[src/rtl/text_console_ctrl.sv]
// Write-side controller for text_buffer: takes PUTC/NEWLINE/CLEAR/SETCUR commands,
// tracks the text cursor on a COLS x ROWS grid and drives the buffer write port.
module text_console_ctrl #(
    parameter int          COLS       = 80,
    parameter int          ROWS       = 30,
    parameter logic [3:0]  CLEAR_CHAR = 4'h0
) (
    input  logic        clk,
    input  logic        rst_n,
    input  logic        req_valid,
    output logic        req_ready,
    input  logic [1:0]  req_cmd,
    input  logic [11:0] req_data,
    output logic [3:0]  new_char,
    output logic [11:0] waddr,
    output logic        we,
    output logic [11:0] cursor,
    output logic        busy
);

    localparam int          CELLS     = COLS * ROWS;
    localparam logic [11:0] CELLS_W   = 12'(CELLS);
    localparam logic [11:0] LAST_CELL = 12'(CELLS - 1);
    localparam logic [11:0] COLS_W    = 12'(COLS);
    localparam logic [6:0]  COLS_C    = 7'(COLS);
    localparam logic [4:0]  ROWS_C    = 5'(ROWS);
    localparam logic [6:0]  LAST_COL  = 7'(COLS - 1);
    localparam logic [4:0]  LAST_ROW  = 5'(ROWS - 1);

    localparam logic [1:0] CMD_PUTC    = 2'b00;
    localparam logic [1:0] CMD_NEWLINE = 2'b01;
    localparam logic [1:0] CMD_CLEAR   = 2'b10;
    localparam logic [1:0] CMD_SETCUR  = 2'b11;

    localparam logic [0:0] ST_IDLE  = 1'b0;
    localparam logic [0:0] ST_CLEAR = 1'b1;

    logic [0:0]  state_reg;
    logic        ready_reg;
    logic        busy_reg;
    logic        we_reg;
    logic [11:0] waddr_reg;
    logic [3:0]  new_char_reg;
    logic [11:0] cursor_reg;
    logic [11:0] row_base_reg;   // row_reg * COLS, kept alongside row_reg
    logic [6:0]  col_reg;
    logic [4:0]  row_reg;
    logic [11:0] clr_cnt_reg;    // next address the clear sequencer will write

    logic        accept;
    logic [6:0]  set_col;
    logic [4:0]  set_row;
    logic        set_ok;
    logic [11:0] set_base;

    assign accept   = req_valid && ready_reg;
    assign set_col  = req_data[6:0];
    assign set_row  = req_data[11:7];
    assign set_ok   = (set_col < COLS_C) && (set_row < ROWS_C);
    assign set_base = {7'd0, set_row} * COLS_W;

    always_ff @(posedge clk or negedge rst_n) begin
        if (!rst_n) begin
            state_reg    <= ST_IDLE;
            ready_reg    <= 1'b0;
            busy_reg     <= 1'b0;
            we_reg       <= 1'b0;
            waddr_reg    <= '0;
            new_char_reg <= '0;
            cursor_reg   <= '0;
            row_base_reg <= '0;
            col_reg      <= '0;
            row_reg      <= '0;
            clr_cnt_reg  <= '0;
        end else begin
            case (state_reg)
                ST_IDLE: begin
                    we_reg    <= 1'b0;
                    ready_reg <= 1'b1;
                    if (accept) begin
                        case (req_cmd)
                            CMD_PUTC: begin
                                we_reg       <= 1'b1;
                                waddr_reg    <= cursor_reg;
                                new_char_reg <= req_data[3:0];
                                if (cursor_reg == LAST_CELL) begin
                                    cursor_reg   <= '0;
                                    row_base_reg <= '0;
                                    col_reg      <= '0;
                                    row_reg      <= '0;
                                end else if (col_reg == LAST_COL) begin
                                    cursor_reg   <= cursor_reg + 12'd1;
                                    row_base_reg <= row_base_reg + COLS_W;
                                    col_reg      <= '0;
                                    row_reg      <= row_reg + 5'd1;
                                end else begin
                                    cursor_reg <= cursor_reg + 12'd1;
                                    col_reg    <= col_reg + 7'd1;
                                end
                            end
                            CMD_NEWLINE: begin
                                col_reg <= '0;
                                if (row_reg == LAST_ROW) begin
                                    row_reg      <= '0;
                                    row_base_reg <= '0;
                                    cursor_reg   <= '0;
                                end else begin
                                    row_reg      <= row_reg + 5'd1;
                                    row_base_reg <= row_base_reg + COLS_W;
                                    cursor_reg   <= row_base_reg + COLS_W;
                                end
                            end
                            CMD_CLEAR: begin
                                state_reg    <= ST_CLEAR;
                                ready_reg    <= 1'b0;
                                busy_reg     <= 1'b1;
                                we_reg       <= 1'b1;
                                waddr_reg    <= '0;
                                new_char_reg <= CLEAR_CHAR;
                                clr_cnt_reg  <= 12'd1;
                            end
                            CMD_SETCUR: begin
                                // Out-of-range positions are consumed without effect.
                                if (set_ok) begin
                                    row_reg      <= set_row;
                                    col_reg      <= set_col;
                                    row_base_reg <= set_base;
                                    cursor_reg   <= set_base + {5'd0, set_col};
                                end
                            end
                            default: ;
                        endcase
                    end
                end
                ST_CLEAR: begin
                    if (clr_cnt_reg == CELLS_W) begin
                        state_reg    <= ST_IDLE;
                        ready_reg    <= 1'b1;
                        busy_reg     <= 1'b0;
                        we_reg       <= 1'b0;
                        cursor_reg   <= '0;
                        row_base_reg <= '0;
                        col_reg      <= '0;
                        row_reg      <= '0;
                    end else begin
                        we_reg      <= 1'b1;
                        waddr_reg   <= clr_cnt_reg;
                        clr_cnt_reg <= clr_cnt_reg + 12'd1;
                    end
                end
                default: state_reg <= ST_IDLE;
            endcase
        end
    end

    assign req_ready = ready_reg;
    assign busy      = busy_reg;
    assign we        = we_reg;
    assign waddr     = waddr_reg;
    assign new_char  = new_char_reg;
    assign cursor    = cursor_reg;

endmodule
[config.mk]
export PLATFORM = sky130hd
export DESIGN_NAME = text_console_ctrl
export DESIGN_NICKNAME = d
export VERILOG_FILES = /design/src/rtl/text_console_ctrl.sv
export SDC_FILE = /design/constraint.sdc
export NUM_CORES = 1
export LEC_CHECK = 0
export CORE_UTILIZATION = 59
export CTS_CLUSTER_SIZE = 20
export DETAILED_ROUTE_END_ITERATION = 12
export GPL_TIMING_DRIVEN = 0
export PLACE_DENSITY = 0.83
export SLEW_MARGIN = 20
export SYNTH_ARGS = -nofsm -noshare
export SYNTH_HDL_FRONTEND = slang
export SYNTH_SLANG_ARGS = --single-unit
[constraint.sdc]
create_clock -name clk -period 6.81 [get_ports clk]
set_input_delay 2.043 -clock clk [delete_from_list [all_inputs] [get_ports clk]]
set_output_delay 2.043 -clock clk [all_outputs]
set_load 0.05 [all_outputs]
After elaboration in Yosys (flattened, before gate mapping)

Index checks and enable logic that the tools add are counted.

Bits in registers: 68
Logic and storage cells: 99

Reduce and logical (&&, ||, !) cells: 11
Muxes and demuxes: 52
$add $sub $neg: 6
Bitwise gates (word level): 1
Eq/ne operators: 15
Magnitude comparators: 2
$mul: 1

Operators with widths:

| operator                                         | count |
|---|---|
| two-way mux 12 bit                               | 14 |
| case mux 12 bit (2 select lines)                 | 5 |
| case mux 12 bit (3 select lines)                 | 2 |
| two-way mux 7 bit                                | 5 |
| two-way mux 5 bit                                | 6 |
| adder 12 x 1 -> 12 bit, second input constant    | 2 |
| == test 12 bit, second input constant            | 2 |
| case mux 7 bit (3 select lines)                  | 1 |
| case mux 5 bit (3 select lines)                  | 1 |
| case mux 7 bit (2 select lines)                  | 1 |
| adder 12 x 7 -> 12 bit                           | 1 |
| adder 12 x 7 -> 12 bit, second input constant    | 1 |
| AND reduction 3 bit                              | 4 |
| two-way mux 1 bit                                | 11 |
| case mux 5 bit (2 select lines)                  | 1 |
| multiplier 5 x 3 -> 8 bit, second input constant | 1 |
| case mux 1 bit (2 select lines)                  | 4 |
| case mux 4 bit (2 select lines)                  | 1 |
| adder 7 x 1 -> 7 bit, second input constant      | 1 |
| == test 7 bit, second input constant             | 1 |
| < comparator 7 bit, second input constant        | 1 |
| adder 5 x 1 -> 5 bit, second input constant      | 1 |
| == test 5 bit, second input constant             | 1 |
| < comparator 5 bit, second input constant        | 1 |
| 15 further kinds                                 | 19 |

Logic depth before layout (Yosys ltp)

Gate-level depths: netlist of run 1.

Depth in word-level cells: 6
Depth in mapped cells: 11
Mapped depth without buffers: 10

Worst setup path before layout of run 1

No wires, ideal clock.

Kind: input to register
Start point: input port req_data[8]
End point: register cursor_reg[9] (netlist: cursor[9])
Cell stages on the path: 10
Path slack: 2749 ps
Path buffers: 0
Arrival: 3935 ps
Cells stage by stage: ha_1 -> ha_1 -> inv_1 -> fa_1 -> nand2b_1 -> nor3_1 -> xnor2_1 -> o221ai_1 -> a31oi_1 -> o21ai_0

Cells in the longest elaborated chain, start to end: 6
Elaborated cells on any way between the ends: 10
Classes of those cells: 1 x add/sub; 1 x mul; 1 x order compare; 1 x eq/ne; 4 x mux; 2 x reduce/logical

Ends and longest elaborated chain:

| element                          | RTL line | source |
|---|---|---|
| from (decl)                      | 13       | `input logic [11:0] req_data,` |
| multiplier 5 x 3 -> 8 bit        | 60       | `assign set_base = {7'd0, set_row} * COLS_W;` |
| adder 12 x 7 -> 12 bit           | 128      | `cursor_reg <= set_base + {5'd0, set_col};` |
| two-way mux 12 bit               | 124      | `if (set_ok) begin` |
| case mux 12 bit (3 select lines) | 81       | `case (req_cmd)` |
| two-way mux 12 bit               | 80       | `if (accept) begin` |
| case mux 12 bit (2 select lines) | 76       | `case (state_reg)` |
| to (signal assigned)             | 92       | `cursor_reg <= cursor_reg + 12'd1;` |
| to (signal assigned)             | 97       | `cursor_reg <= cursor_reg + 12'd1;` |
| to (signal assigned)             | 128      |  |
| to (decl)                        | 44       | `logic [11:0] cursor_reg;` |

Several ways; a longest one is shown, not always the timed one. The select of a mux whose other input is x is not followed.
A chain may end at the register's enable or synchronous reset.

Worst setup path after layout of run 1

Same ends and word-level chain as after synthesis.

==> results by group, run 1 <==
Outcome
  – Status: completed

STA
  – RSZ-0062 raised after global routing: false
  – Final setup viols: 0
  – Clock Skew: about 13 ps
  – Final Hold Viols: 0
  – Fin Hold WS: approximately 480 ps
  – Min Tclk post-route: around 4500 ps
  – Rel. slew slack: 0.504
  – Setup tns final: 0 ps
  – Slew Viols, Final: 0
  – Tcrit/Tclk final: 0.663
  – Fmax: between 200 and 250 MHz
  – Worst Max-Slew Pin Slew: ~740 ps

Drt
  – Routed vias/inst: 6.23
  – Routed Antenna Nets: 0
  – Routed WL: between 10 and 15 mm
  – Routed wire per std cell: ~18 um
  – Detailed Routing Iterations Pass 1: 5
  – Iter 0 DRT Violations: about 300
  – # DRC: 0
  – Detailed-route via count: slightly above 4,000

Place
  – Gpl congestion: 0.985
  – Detailed Place HPWL: 9.00 mm
  – I/O Buffers: between 40 and 50
  – Placed cell areas: about 4900 um^2
  – Inst Count DP: between 600 and 700

Floorplanning
  – Starting density of the core: 0.622
  – Number of placement rows: 30
  – Core area: a little under 7000 um^2
  – Die width: 87.6 um
  – Area of the die: ~7700 um^2
  – Die Y-Extent: just under 90 um
  – IO Pins: 48

Worst setup path
  – Worst reg-to-reg setup slack: between 4000 and 5000 ps
  – Worst Path Max Fanout: 5
  – CP Data Required Time: ~7000 ps
  – CP dominant cell by count: ha_1
  – CP Cell Sequence: clkdlybuf4s50_1, ha_1, ha_1, inv_1, fa_1, nand2b_1, nor3_1, xnor2_1, o221ai_1, a31oi_1, o21ai_0
  – Worst setup EP type: flop
  – Slowest-stage cell, CP: clkdlybuf4s50_1
  – Worst r2r dst: row_reg[2]
  – Slowest stage delay, CP: about 500 ps
  – Startpoint Class: input pin
  – R2R cell count: 10
  – Critical path class: input pin to flop
  – Worst Path Arrival: between 4000 and 5000 ps
  – R2R Path Start: cursor[0]

Global routing
  – Vias in the first global route: 3,899
  – Largest net degree at the start of global routing: 36
  – Initial antenna violation count: 0
  – First-pass GRT wire length: between 15 and 20 mm
  – Grt ovf: 0
  – All-layer global routing usage: 0.336

Synthesis
  – Net Count, Synth: 536
  – Top cells by area, synth: dfrtp_1 39%, o21ai_0 6.5%, nand2_1 5.2%
  – Area leader, netlist: dfrtp_1
  – Syn avg cell area: between 8 and 9 um^2
  – Async SR Flop Fraction: 1.00
  – Count leader, synth: dfrtp_1
  – Mapped cell area: ~4300 um^2
  – Sequential element share of the synthesized area: 0.394
  – Post-Syn Instances: ~500
  – Top cell type's share of synthesized area: 0.394
  – EDFF count, synth: 0
  – Ys flop type: dfrtp_1
  – Synth unique cells: 51
  – Seq cells post-synth: 68
  – Synth top cells by count: 68 x dfrtp_1, 60 x nand2_1, 56 x o21ai_0, 36 x a21oi_1, 32 x nor2_1
  – Ys Warns: 0

Flow run
  – Maxcap violations: 0

Finish
  – Cell area after layout: 5120 um^2
  – Layout Nets: between 500 and 600
  – N_diodes: 0
  – Fillers: ~550
  – Cell Count, Final, Fillers Out: 660
  – P&R area growth vs syn: 18.5%
  – Layout cells sized above 1: 0.0656

CTS
  – Clk sinks: just under 70
  – Max clock buf depth: 2
  – Post-cts resize count: 0
  – Post-CTS setup buffers: 0
  – H-tree depth: 3
  – CTS root buffer: clkbuf_8
  – # hold bufs at CTS: 0
  – Worst-path clk slew: approximately 80 ps
  – Worst skew pair latency: 360 ps
  – TritonCTS buffer count: 9
  – CTS tree: done

Min path
  – Hold Path End: waddr[9]
  – Hold depth: 2
  – Hold crit path type: flop to flop
  – Hold Crit Start: waddr[9]

Power and ir drop
  – Pwr Density: ~160 nW/um^2
  – Total power: between 800 and 900 uW
  – Peak supply drop: about 0.12 mV
  – Pleak: between 2 and 2.5 nW
==> power breakdown <==
group,leakage (nW),total (mW),switching (mW),internal (mW)
logic,1.19,0.0941,0.0595,0.0346
registers,0.868,0.404,0.000345,0.404
clock network,0.0999,0.346,0.165,0.181
==> metal layers <==
metal	global-route usage	share of wire	wire length, um
met5	0	0	0
met4	0.171	0.042	506
met3	0.0679	0.072	872
met2	0.511	0.45	5430
met1	0.456	0.44	5320
==> cell usage in the layout, fill, tap and decap left out, drive strengths merged, types with 3 or more instances in the layout <==
cell type       n
inv            23
xnor2          11
a22o            3
o31ai           6
buf             8
ha             16
nor2b           5
a31oi          10
or3             4
clkbuf         38
a22oi          12
xor2           17
o2bb2ai        10
dfrtp          68
nor2           32
a21oi          36
nand2          60
nor3           20
a21boi          3
and2            3
nand3          20
clkdlybuf4s50  45
and3            5
nand4          11
o21ai          58
a21o            7
==> cell families (layout without fill, tap and decap cells) <==
kind of cell,count (synthesis),after routing,share of synthesized area
compound gates,158,158,0.242
xor+xnor,28,28,0.0567
fa+ha+maj,18,18,0.0556
buf+inv,55,118,0.0565
flops,68,68,0.394
mux,2,2,0.00492
simple gates,172,172,0.191
==> worst max-delay path: cells and delay by family <==
kind	cells	cell delay (ps)
compound gates	3	470
fa+ha+maj	3	1050
simple gates	2	450
xor+xnor	1	160
buf+inv	2	570
==> per-stage QoR <==
step | setup WS, ps | util
5_1_grt | 2160 | 0.737
3_3_place_gp | 1490 | 0.706
3_5_place_dp | 1950 | 0.708
6_report | 2290 | 0.737
4_1_cts | 2330 | 0.737
2_1_floorplan | 2750 | -
==> cell type report <==
class / count / area, um^2 / area share
multi-input cells: 378 / 2380 / 0.464
flip-flops and latches: 68 / 1700 / 0.332
well taps: 96 / 120 / 0.0235
repair buffers: 47 / 478 / 0.0933
clock inverters: 5 / 60.1 / 0.0117
inverters: 22 / 82.6 / 0.0161
plain buffers: 33 / 161 / 0.0315
clock buffers: 11 / 141 / 0.0276
==> worst max path at each step <==
stage | startpoint | to | slack (ps) | cells past startpoint
after floorplan | req_data[8] | cursor[9] | 2750 | 10
after global placement | rst_n | row_reg[1] | 1490 | 1
after detailed placement | req_data[8] | cursor[9] | 1950 | 11
after CTS | req_data[8] | cursor[9] | 2330 | 11
after global routing | req_data[8] | cursor[9] | 2160 | 11
final | req_data[8] | cursor[9] | 2290 | 11
Note: power is estimated with default switching activity, not from simulation.
==> run 2: changes to the inputs <==
--- a/config.mk
+++ b/config.mk
@@ -5,11 +5,11 @@
 export SDC_FILE = /design/constraint.sdc
 export NUM_CORES = 1
 export LEC_CHECK = 0
-export CORE_UTILIZATION = 59
+export CORE_UTILIZATION = 51
 export CTS_CLUSTER_SIZE = 20
 export DETAILED_ROUTE_END_ITERATION = 12
 export GPL_TIMING_DRIVEN = 0
-export PLACE_DENSITY = 0.83
+export PLACE_DENSITY = 0.76
 export SLEW_MARGIN = 20
 export SYNTH_ARGS = -nofsm -noshare
 export SYNTH_HDL_FRONTEND = slang
==> constraint.sdc (replaced) <==
create_clock -name clk -period 4 [get_ports clk]
set_input_delay 1.2 -clock clk [delete_from_list [all_inputs] [get_ports clk]]
set_output_delay 1.2 -clock clk [all_outputs]
set_load 0.05 [all_outputs]
==> run 2 against run 1 <==
Critical path depth is the same. Routed wire length down 0.94%. Combinational power rose by 67%. Sequential cell count stayed put. Clock skew increased by 4.7 ps. Design area grew 0.44%. Sequential power increased by 70%. First-iteration DRC count down 22%. Clock-buffer cell count shrank 2. Total power rose by 75%. Critical path type unchanged. Largest power group unchanged.
==> results by group, run 2 (synthesized netlist as in run 1, its figures left out) <==
Outcome
  – Status: completed

STA
  – Slew Viols, Final: 0 (unchanged)
  – Setup tns final: 0 ps (unchanged)
  – Worst Max-Slew Pin Slew: 702 ps (-42.5 ps)
  – Min Tclk post-route: around 3800 ps
  – Rel. slew slack: 0.532 (+0.0283)
  – Final Hold Viols: 0 (unchanged)
  – Final setup viols: 0 (unchanged)
  – RSZ-0062 raised after global routing: false
  – Tcrit/Tclk final: 0.938
  – Fmax: between 200 and 300 MHz
  – Clock Skew: 18.1 ps (+4.74 ps)

Worst setup path
  – CP Cell Sequence: clkdlybuf4s50_1, ha_1, ha_1, inv_1, fa_1, nand2b_1, nor3_1, xnor2_1, o221ai_1, a31oi_1, o21ai_0
  – Startpoint Class: input pin
  – CP Data Required Time: 4220 ps (-2820 ps)
  – Worst Path Max Fanout: 5 (unchanged)
  – Worst setup EP type: flop
  – Slowest-stage cell, CP: clkdlybuf4s50_1
  – Slowest stage delay, CP: 510 ps (about the same)
  – Critical path class: input pin to flop
  – CP dominant cell by count: ha_1
  – Worst Path Arrival: 3970 ps (-780 ps)

Global routing
  – All-layer global routing usage: 0.294 (-0.0417)
  – Grt ovf: 0 (unchanged)
  – First-pass GRT wire length: 19.8 mm (+2.5%)
  – Largest net degree at the start of global routing: 41 (+14%)
  – Initial antenna violation count: 0 (unchanged)
  – Vias in the first global route: 3,977 (+2.0%)

Finish
  – Cell Count, Final, Fillers Out: 668 (+1.2%)
  – Fillers: 729 (+32%)
  – Post-Route Utilization: 0.626 (-0.111)
  – N_diodes: 0 (unchanged)
  – Most frequent cells in the layout: 68 x dfrtp_1, 60 x nand2_1, 56 x o21ai_0
  – Commonest non-fill, non-tap cell in the layout: dfrtp_1
  – P&R area growth vs syn: 19.0%
  – Layout Nets: 594 (unchanged)
  – Layout cells sized above 1: 0.0657 (+0.000117)

Place
  – I/O Buffers: 46 (unchanged)
  – Inst Count DP: 653 (+1.4%)
  – Gpl congestion: 1.02 (+3.6%)
  – Detailed Place HPWL: 8.89 mm (-1.2%)

Drt
  – Routed Antenna Nets: 0 (unchanged)
  – Detailed-route via count: 4,100 (-0.22%)
  – Routed WL: 12.0 mm (-0.94%)
  – # DRC: 0 (unchanged)
  – Routed wire per std cell: 18.0 um (-2.1%)
  – Detailed Routing Iterations Pass 1: 5 (unchanged)
  – Iter 0 DRT Violations: 229 (-22%)
  – Routed vias/inst: 6.14 (-1.4%)

Power and ir drop
  – Pwr Density: 287 nW/um^2 (+74%)
  – Peak supply drop: 0.165 mV (+39%)
  – Pleak: 2.16 nW (about the same)

Floorplanning
  – Die Y-Extent: 94.1 um (+7.4%)
  – IO Pins: 48 (unchanged)
  – Die width: 94.1 um (+7.4%)
  – Number of placement rows: 33 (+10%)
  – Area of the die: 8850 um^2 (+15%)
  – Starting density of the core: 0.526 (-0.0964)
  – Core area: 8220 um^2 (+18%)

CTS
  – H-tree depth: 3 (unchanged)
  – Max clock buf depth: 2 (unchanged)
  – CTS tree: done
  – TritonCTS buffer count: 9 (unchanged)
  – Post-CTS setup buffers: 0 (unchanged)
  – CTS root buffer: clkbuf_8
  – Worst skew pair latency: 360 ps (about the same)
  – # hold bufs at CTS: 0 (unchanged)
  – Worst-path clk slew: 70 ps (about the same)
  – Post-cts resize count: 0 (unchanged)
  – Clk sinks: 68 (unchanged)

Flow run
  – Maxcap violations: 0 (unchanged)

Min path
  – Hold crit path type: flop to flop
[run 2: cell types whose count changed in the layout (fill, tap and decap cells not counted)]
cell / before / now
bufinv_16: 1 / 2
clkbuf_1: 28 / 27
clkbuf_8: 10 / 9
clkinv_4: 1 / 0
clkinvlp_4: 1 / 2
[run 2: power by group]
| part | switching [mW] | internal [mW] |
|---|---|---|
| logic | 0.0986 | 0.0584 |
| registers | 0.000629 | 0.687 |
| clock network | 0.283 | 0.349 |
| total | 0.382 | 1.09 |
[run 2: layer usage]
| metal | global-route usage | up-vias | routed length, um |
|---|---|---|---|
| li1 | - | 1911 | - |
| met1 | 0.395 | 1966 | 5300 |
| met2 | 0.451 | 187 | 5490 |
| met3 | 0.0485 | 36 | 806 |
| met4 | 0.160 | 0 | 410 |
| met5 | 0 | - | 0 |
[run 2: through the flow]
step / area [um^2] / hold WS, ps / worst slack, ps / total power, mW
2_1_floorplan: 4320 / 459 / 782 / 0.791
3_3_place_gp: 4910 / 463 / -498 / 0.852
3_5_place_dp: 4930 / 471 / -110 / 0.855
4_1_cts: 5140 / 486 / 253 / 1.48
5_1_grt: 5140 / 518 / 84.0 / 1.53
6_report: 5140 / 481 / 250 / 1.48
[run 2: area by class of cell]
cell class              instances  area (um^2)  share of cell area
clock buffers                   9          124              0.0241
plain buffers                  33          161              0.0314
multi-input cells             378         2380               0.462
repair buffers                 47          478              0.0929
inverters                      22         82.6              0.0161
clock inverters                 6         88.8              0.0173
flip-flops and latches         68         1700               0.331
well taps                     105          131              0.0255
[run 2: worst paths after layout]
check / slack, ps / to / cells past startpoint / startpoint
min: 480 / waddr[11] / 2 / waddr[11]
min reg2reg: 480 / waddr[11] / 2 / waddr[11]
max in group asynchronous: 2690 / row_base_reg[8] / 2 / rst_n
max reg2reg: 1410 / row_base_reg[8] / 10 / cursor[0]
max: 250 / cursor[9] / 11 / req_data[8]
min in group asynchronous: 770 / clr_cnt_reg[4] / 1 / rst_n
[run 2: worst max-delay path: cells and delay by family]
family,cells,cell delay (ps)
AOI/OAI and AO/OA,3,520
xor gates and xnor gates,1,160
adders and majority gates,3,1040
buffers and inverters,2,580
and+or+nand+nor,2,480
==> run 3: changes to the inputs <==
--- a/config.mk
+++ b/config.mk
@@ -9,6 +9,7 @@
 export CTS_CLUSTER_SIZE = 20
 export DETAILED_ROUTE_END_ITERATION = 12
 export GPL_TIMING_DRIVEN = 0
+export MAX_ROUTING_LAYER = met4
 export PLACE_DENSITY = 0.76
 export SLEW_MARGIN = 20
 export SYNTH_ARGS = -nofsm -noshare
==> run 3 against run 2 <==
Global-route usage grew 0.60 points. Sequential cell count unchanged. Utilization rose by 0.12 points. Clock power up 3.3%. Sequential power about the same. Register-to-register slack about the same. Die area unchanged.
==> results by group, run 3 (synthesized netlist as in run 1, its figures left out) <==
STA
  – Tcrit/Tclk final: 0.934 (-0.00353)
  – Setup tns final: 0 ps (unchanged)
  – Rel. slew slack: 0.535 (+0.00303)
  – Final setup margin: 264 ps (+14.1 ps)
  – Fmax: 268 MHz (+0.38%)
  – Worst Max-Slew Pin Slew: 697 ps (-4.55 ps)
  – RSZ-0062 raised after global routing: false
  – Final Hold Viols: 0 (unchanged)
  – Fin Hold WS: 483 ps (+2.11 ps)
  – Clock Skew: 26.2 ps (+8.09 ps)
  – Slew Viols, Final: 0 (unchanged)
  – Final setup viols: 0 (unchanged)
  – Min Tclk post-route: 3740 ps (-14.1 ps)

Floorplanning
  – Die Y-Extent: 94.1 um (unchanged)
  – Number of placement rows: 33 (unchanged)
  – Starting density of the core: 0.526 (unchanged)
  – Core area: 8220 um^2 (unchanged)
  – Die width: 94.1 um (unchanged)
  – Area of the die: 8850 um^2 (unchanged)
  – IO Pins: 48 (unchanged)

Finish
  – Layout cells sized above 1: 0.0674 (+0.00166)
  – Fillers: 712 (-2.3%)
  – Multi-input gate area: 2380 um^2 (unchanged)
  – Post-Route Utilization: 0.627 (+0.00122)
  – Cell Count, Final, Fillers Out: 669 (+0.15%)
  – Layout Nets: 594 (unchanged)
  – Register Area: 1700 um^2 (unchanged)
  – N_diodes: 0 (unchanged)
  – Cell area after layout: 5150 um^2 (+0.19%)
  – Commonest non-fill, non-tap cell in the layout: dfrtp_1
  – Most frequent cells in the layout: 68 x dfrtp_1, 60 x nand2_1, 56 x o21ai_0
  – P&R area growth vs syn: 19.3%

Worst setup path
  – CP dominant cell by count: ha_1
  – Worst path top cell family by delay: adder cells
  – Worst Path Arrival: 4010 ps (+40 ps)
  – Critical path class: input pin to flop
  – Startpoint Class: input pin
  – Crit path buf inv count: 2 (unchanged)
  – Worst setup EP type: flop
  – Worst Path Max Fanout: 5 (unchanged)
  – Slowest-stage cell, CP: clkdlybuf4s50_1
  – CP Data Required Time: 4270 ps (+50 ps)
  – CP Cell Sequence: clkdlybuf4s50_1, ha_1, ha_1, inv_1, fa_1, nand2b_1, nor3_1, xnor2_1, o221ai_1, a31oi_1, o21ai_0
  – Slowest stage delay, CP: 510 ps (about the same)

Drt
  – Detailed Routing Iterations Pass 1: 5 (unchanged)
  – Top Layer Used: met4
  – Detailed-route via count: 4,096 (-0.098%)
  – Wire length on met3: 854 um (+6.0%)
  – # DRC: 0 (unchanged)
  – Iter 0 DRT Violations: 332 (+45%)
  – Routed wire per std cell: 17.8 um (-1.2%)
  – Routed Antenna Nets: 0 (unchanged)
  – Met1 wire length: 5.26 mm (-0.79%)
  – Routed vias/inst: 6.12 (-0.25%)
  – Routed WL: 11.9 mm (-1.0%)
  – Routed wl met2: 5.52 mm (+0.49%)

CTS
  – Clk sinks: 68 (unchanged)
  – CTS root buffer: clkbuf_8
  – Post-CTS setup buffers: 0 (unchanged)
  – H-tree depth: 3 (unchanged)
  – Post-cts resize count: 0 (unchanged)
  – # hold bufs at CTS: 0 (unchanged)
  – Worst skew pair latency: 370 ps (about the same)
  – Max clock buf depth: 2 (unchanged)
  – TritonCTS buffer count: 9 (unchanged)
  – CTS tree: done
  – Worst-path clk slew: 70 ps (about the same)

Power and ir drop
  – Pwr Density: 291 nW/um^2 (+1.3%)
  – Pleak: 2.16 nW (+0.38%)
  – Peak supply drop: 0.195 mV (+18%)
  – Total power: 1.50 mW (+1.5%)

Place
  – Detailed Place HPWL: 8.84 mm (-0.51%)
  – Inst Count DP: 653 (unchanged)
  – Place WS: -50.5 ps (+59.8 ps)
  – Placed cell areas: 4930 um^2 (unchanged)
  – Gpl congestion: 1.04 (+1.7%)
  – I/O Buffers: 46 (unchanged)

Flow run
  – Maxcap violations: 0 (unchanged)

Global routing
  – Initial antenna violation count: 0 (unchanged)
  – First-pass GRT wire length: 19.5 mm (-1.3%)
  – Grt ovf: 0 (unchanged)
  – Largest net degree at the start of global routing: 41 (unchanged)
  – Vias in the first global route: 3,771 (-5.2%)
  – All-layer global routing usage: 0.300 (+0.00603)

Outcome
  – Status: completed

Min path
  – Hold crit path type: flop to flop
[run 3: cell count changes in the layout (fill, tap and decap cells not counted), sizes merged]
cell      previous run  this run
clkinv               1         3
clkinvlp             2         1
[run 3: worst paths after layout]
path | start | endpoint | slack [ps] | depth (start not counted)
worst max-delay path | req_data[8] | cursor[9] | 260 | 11
worst min-delay path | waddr[7] | waddr[7] | 480 | 2
worst max register to register | cursor[0] | row_base_reg[10] | 1410 | 10
worst min register to register | waddr[7] | waddr[7] | 480 | 2
max in group asynchronous | rst_n | row_reg[0] | 2710 | 2
min in group asynchronous | rst_n | cursor[4] | 740 | 1
[run 3: area by class of cell]
cell class,instances,share of cell area
Multi-Input combinational cell,378,0.461
Sequential cell,68,0.330
Timing Repair Buffer,47,0.0927
Buffer,33,0.0313
Tap cell,105,0.0255
Clock buffer,9,0.0240
Clock inverter,7,0.0192
Inverter,22,0.0160
[run 3: per-layer routing]
layer	up-vias	GRT usage
met1	1963	0.400
met4	0	0.109
li1	1905	-
met3	24	0.0485
met5	-	-
met2	204	0.462
[run 3: tightest hold or removal path, cell delays in order (launching register included)]
cell and delay, ps:
dfrtp_1 340, nand2_1 40, o21ai_0 60
[run 3: power breakdown]
part / leakage [nW] / switching [mW] / internal, mW
clock network: 0.110 / 0.299 / 0.354
registers: 0.868 / 0.000577 / 0.687
logic: 1.19 / 0.0987 / 0.0585
